===== src/rtl/operand_tf_pkg.sv =====
// Shared types and constants for the MX operand pre-scaler.
// Element encoding is sign-magnitude int8: bit 7 is the sign, bits 6:0 the magnitude.
package operand_tf_pkg;

    localparam int NUM_ELEMS  = 32;
    localparam int NUM_SCALES = 16;
    localparam int ELEM_W     = 8;
    localparam int SCALE_W    = 8;
    localparam int MAG_W      = ELEM_W - 1;

    typedef struct packed {
        logic scale_sharing_mode;
    } operand_cfg_t;

    typedef struct packed {
        operand_cfg_t                               cfg;
        logic [NUM_ELEMS-1:0][ELEM_W-1:0]           elements;
        logic [NUM_SCALES-1:0][SCALE_W-1:0]         micro_scales;
    } operand_input_t;

    typedef struct packed {
        logic [NUM_ELEMS-1:0][ELEM_W-1:0]           flattened_elements;
    } operand_output_t;

    // Index of the highest set bit; returns 0 for a zero magnitude.
    function automatic logic [2:0] leading_one_idx(input logic [MAG_W-1:0] mag);
        logic [2:0] idx;
        idx = 3'd0;
        for (int b = 0; b < MAG_W; b++) begin
            if (mag[b]) begin
                idx = b[2:0];
            end
        end
        return idx;
    endfunction

endpackage


===== src/rtl/operand_shift_unit.sv =====
// Per-element left shift of the magnitude by its micro-scale, clamped so the
// leading one never moves past bit 6. The sign bit is passed straight through.
module operand_shift_unit
    import operand_tf_pkg::*;
(
    input  logic [ELEM_W-1:0]  elem,
    input  logic [SCALE_W-1:0] scale,
    output logic [ELEM_W-1:0]  result
);

    logic [MAG_W-1:0] mag;
    logic [2:0]       lead;
    logic [8:0]       msb_pos;
    logic [2:0]       shamt;

    assign mag     = elem[MAG_W-1:0];
    assign lead    = leading_one_idx(mag);
    // Nine bits so a scale of 255 plus a lead of 6 cannot wrap.
    assign msb_pos = {6'd0, lead} + {1'b0, scale};

    always_comb begin
        shamt = 3'd0;
        if (mag != '0) begin
            if (msb_pos > 9'd6) begin
                shamt = 3'd6 - lead;
            end else begin
                shamt = scale[2:0];
            end
        end
    end

    assign result = {elem[ELEM_W-1], mag << shamt};

endmodule


===== src/rtl/operand_transformer.sv =====
// Single-stage operand pre-scaler: picks each element's shared micro-scale,
// shifts all 32 elements in parallel and holds the result behind a valid/ready register.
module operand_transformer
    import operand_tf_pkg::*;
(
    input  logic            clk,
    input  logic            rst_n,
    input  logic            valid_in,
    output logic            ready_in,
    input  operand_input_t  data_in,
    output logic            valid_out,
    input  logic            ready_out,
    output operand_output_t data_out
);

    logic            valid_reg;
    operand_output_t data_reg;
    operand_output_t data_next;
    logic            accept;

    genvar gi;
    generate
        for (gi = 0; gi < NUM_ELEMS; gi++) begin : g_lane
            localparam int IDX_PAIR = gi / 2;
            localparam int IDX_QUAD = gi / 4;

            logic [SCALE_W-1:0] lane_scale;

            // In 1:4 sharing only the lower eight micro-scales are referenced.
            assign lane_scale = data_in.cfg.scale_sharing_mode ? data_in.micro_scales[IDX_QUAD]
                                                               : data_in.micro_scales[IDX_PAIR];

            operand_shift_unit u_shift (
                .elem   (data_in.elements[gi]),
                .scale  (lane_scale),
                .result (data_next.flattened_elements[gi])
            );
        end
    endgenerate

    assign ready_in = !valid_reg || ready_out;
    assign accept   = valid_in && ready_in;

    always_ff @(posedge clk or negedge rst_n) begin
        if (!rst_n) begin
            valid_reg <= 1'b0;
            data_reg  <= '0;
        end else if (accept) begin
            valid_reg <= 1'b1;
            data_reg  <= data_next;
        end else if (ready_out) begin
            valid_reg <= 1'b0;
        end
    end

    assign valid_out = valid_reg;
    assign data_out  = data_reg;

endmodule


===== config.mk =====
export PLATFORM = sky130hd
export DESIGN_NAME = operand_transformer
export DESIGN_NICKNAME = d
export VERILOG_FILES = /design/src/rtl/operand_tf_pkg.sv /design/src/rtl/operand_shift_unit.sv /design/src/rtl/operand_transformer.sv
export SDC_FILE = /design/constraint.sdc
export NUM_CORES = 1
export LEC_CHECK = 0
export BUFFER_PORTS_ARGS = -buffer_cell sky130_fd_sc_hd__buf_2
export CORE_AREA = 2 2 249 251
export CTS_CLUSTER_DIAMETER = 150
export CTS_CLUSTER_SIZE = 14
export DETAILED_ROUTE_END_ITERATION = 8
export DIE_AREA = 0 0 251 253
export PLACE_DENSITY_LB_ADDON = 0.3
export SLEW_MARGIN = 0
export SYNTH_ARGS = -nofsm -noshare
export SYNTH_HDL_FRONTEND = slang
export SYNTH_HIERARCHICAL = 1
export SYNTH_SLANG_ARGS = --single-unit
export TNS_END_PERCENT = 20

===== constraint.sdc =====
create_clock -name clk -period 1.5 [get_ports clk]
set_clock_uncertainty 0.1 [all_clocks]
set_input_delay 0 -clock clk [delete_from_list [all_inputs] [get_ports clk]]
set_output_delay 0 -clock clk [all_outputs]
set_load 0.1 [all_outputs]

==> results.json <==
{
  "grt_first_pass_wirelength_um": 162700,
  "worstSkewPairLatency_ns": 0.59,
  "start_util": 0.4712,
  "path_class": "in -> reg",
  "wl_um": 117400,
  "power.total_mw": 47.38,
  "place_congestion": 0.9507,
  "drc": 0,
  "coreArea_um2": 61030,
  "cp.arrival_ns": 3.37,
  "cts_inserted_buffers": 22,
  "io_pins": 647,
  "yosysMostFrequentCell": "dfrtp_1",
  "max_freq_mhz": 337.7,
  "crit_buf_inv": 5,
  "synthTopCellsByArea": "dfrtp_1 (22%), mux2_4 (12%), ha_1 (5.6%)",
  "cap_violations": 0,
  "track_usage": 0.3160,
  "cts_max_level": 1,
  "synth_edf_count": 0,
  "cts_sinks": 257,
  "synthFlopType": "dfrtp_1",
  "synth_area_um2": 28760,
  "clock_path_buffers": 3,
  "ys_types": 41,
  "rsz0062_at_grt": "true",
  "synth_top_area_frac": 0.2236,
  "drive_gt1_frac": 0.5852,
  "violations": "setup timing",
  "setup_ws_ns": -1.461,
  "status": "complete, but fails checks",
  "fp.dieH_um": 253,
  "synth_cells": 2899,
  "dieArea_um2": 63500,
  "fin_cells": 5457,
  "hold_viol": 0,
  "hp-class": "in -> reg",
  "fin_crit_sh": 1.974,
  "clk_pin_slew_worst_paths_ns": 0.07,
  "finalInstanceArea_um2": 46660,
  "grt_pass1_vias": 30790,
  "vias": 31740,
  "synth-seq-cells": 257,
  "crit_top_cell": "buf_16",
  "yosysSeqAreaShare": 0.2236,
  "syn_nets": 3448,
  "ant_nets": 0,
  "wire_per_inst_um": 21.51,
  "grt_start_max_net_pins": 63,
  "cp-start-kind": "input pin",
  "cp_max_fo": 8,
  "cpPeakStageDelay_ns": 0.50,
  "endpoint_kind": "register",
  "avgSynthCellArea_um2": 9.920,
  "io_buffers": 646,
  "required_ns": 1.91,
  "via_per_inst": 5.816,
  "rows": 91,
  "dieWidth_um": 251,
  "setup_viol_count_final": 307,
  "drv_slew": 0,
  "synthToLayoutAreaGrowth_pct": 62.24,
  "crit_family": "compound AO/OA/AOI/OAI gates",
  "cts_tree": "done",
  "yosysWarnings": 6,
  "ir_drop_uv": 1567,
  "async_reset_ff_frac": 1.000,
  "initialDrtViolationCount": 2396,
  "max-slew-margin-rel": 0.4882,
  "power_density_nw_per_um2": 1015,
  "dp_hpwl_um": 77750,
  "p_leak_nw": 23.47,
  "firstDrtPassIters": 7,
  "placed_area_um2": 38930,
  "synth_common_cells": "dfrtp_1 (257), nand2_1 (248), mux2_4 (232)",
  "clockRootBuffer": "clkbuf_16",
  "critPathSlowestCell": "o22ai_1",
  "fin_nets": 5180,
  "antenna_found_initial": 50,
  "final.min_clock_period_ns": 2.961,
  "yosys.area.top_type": "dfrtp_1",
  "path_cells": "buf_16 -> buf_16 -> o21ai_4 -> ha_2 -> fa_1 -> and2_4 -> o31ai_4 -> a22oi_4 -> buf_6 -> buf_4 -> clkbuf_16 -> nand3_1 -> o211a_1 -> nand2b_1 -> o22ai_1 -> mux2_2",
  "worst_slew_pin_slew_ns": 0.7581,
  "grt_overflow_total": 0,
  "place_inst": 4993,
  "finish.utilization": 0.7645
}
[flip-flops by register name, summed over array words and instances, names as in the netlist]
| signal | flops |
|---|---|
| data_out | 256 |
| valid_out | 1 |
[area by class of cell]
type | instances | area, µm²
Tap cell | 790 | 988.4
Antenna cell | 36 | 90.09
Sequential cell | 257 | 6431
Inverter | 208 | 780.7
Clock inverter | 2 | 27.53
Fill cell | 3658 | 14370
Multi-Input combinational cell | 2355 | 24220
Clock buffer | 22 | 550.5
Timing Repair Buffer | 1787 | 13570
[logic make-up (layout without fill, tap and decap cells)]
kind of cell / count (synthesis) / in the layout / synth area share
AO/OA/AOI/OAI: 688 / 688 / 0.1824
other: 0 / 36 / 0
flip-flops: 257 / 257 / 0.2236
buffers and inverters: 287 / 2019 / 0.04960
adder cells (fa/ha/maj): 160 / 160 / 0.07796
AND/OR/NAND/NOR: 955 / 955 / 0.1991
multiplexers: 552 / 552 / 0.2673
[routing by layer]
| metal | track usage | wire (µm) | part of all wire |
|---|---|---|---|
| met3 | 0.06044 | 7965 | 0.068 |
| met2 | 0.5414 | 57530 | 0.49 |
| met1 | 0.3770 | 44730 | 0.38 |
| met4 | 0.1636 | 6980 | 0.059 |
| met5 | 0 | 162 | 0.0014 |
[worst paths after layout]
path / startpoint / endpoint / slack, ns / cells after the start
max: data_in[384] / data_out[157]$_DFFE_PN0P_ / -1.46 / 16
min: data_in[166] / data_out[38]$_DFFE_PN0P_ / 0.02 / 6
max reg2reg: valid_out$_DFFE_PN0P_ / data_out[219]$_DFFE_PN0P_ / -0.20 / 5
min reg2reg: data_out[63]$_DFFE_PN0P_ / data_out[63]$_DFFE_PN0P_ / 0.40 / 1
max in group asynchronous: rst_n / data_out[155]$_DFFE_PN0P_ / 0.34 / 5
min in group asynchronous: rst_n / data_out[5]$_DFFE_PN0P_ / 0.54 / 4
[placed cells by master (no fill, tap or decap), drive strengths merged, types with 2 or more instances in the layout]
| master | n |
|---|---|
| nor2 | 160 |
| a2bb2oi | 32 |
| and2 | 32 |
| a21oi | 96 |
| or3 | 32 |
| inv | 209 |
| mux2 | 392 |
| nor3b | 32 |
| buf | 1569 |
| diode | 36 |
| or4 | 64 |
| a22oi | 32 |
| nand2 | 249 |
| o311ai | 32 |
| ha | 128 |
| fa | 32 |
| o21ai | 144 |
| o22ai | 64 |
| clkbuf | 27 |
| o211a | 32 |
| a222oi | 64 |
| nor2b | 32 |
| nor3 | 64 |
| nand2b | 66 |
| a211oi | 32 |
| a21o | 32 |
| o31ai | 96 |
| or2 | 128 |
| mux2i | 160 |
| nand3 | 64 |
| dfrtp | 257 |
| dlygate4sd3 | 211 |
| nand3b | 32 |
| o21bai | 32 |
| bufbuf | 2 |
[stage by stage]
step | TNS (ns) | hold WS (ns) | setup WS (ns)
5_1_grt | -277.95 | 0.01347 | -1.576
2_1_floorplan | -397.44 | -0.3956 | -1.909
3_3_place_gp | -391.74 | -0.2088 | -1.970
6_report | -256.22 | 0.02092 | -1.461
4_1_cts | -236.14 | -0.09605 | -1.306
3_5_place_dp | -402.52 | -0.2098 | -2.009
[repair_timing]
action / in CTS / in global routing
resized for setup: 373 / 329
endpoints found under the setup margin: 328 / 376
hold buffers: 210 / 2
cloned: 5 / 4
hold endpoints to repair: 454 / 3
pin swaps: 171 / 238
buffers inserted: 102 / 97
[worst reg2reg max path: cells and delay by family (launching register included)]
family | cells | cell delay [ns]
buffers and inverters | 2 | 0.48
DFF | 1 | 0.43
muxes | 1 | 0.33
and+or+nand+nor | 2 | 0.21
[power breakdown]
part	internal (mW)	leakage [nW]	switching, mW
clock	2.62	0.284	2.90
sequential	8.57	3.19	1.16
combinational	10.8	20.0	21.3
(Power assumes the default switching activity.)
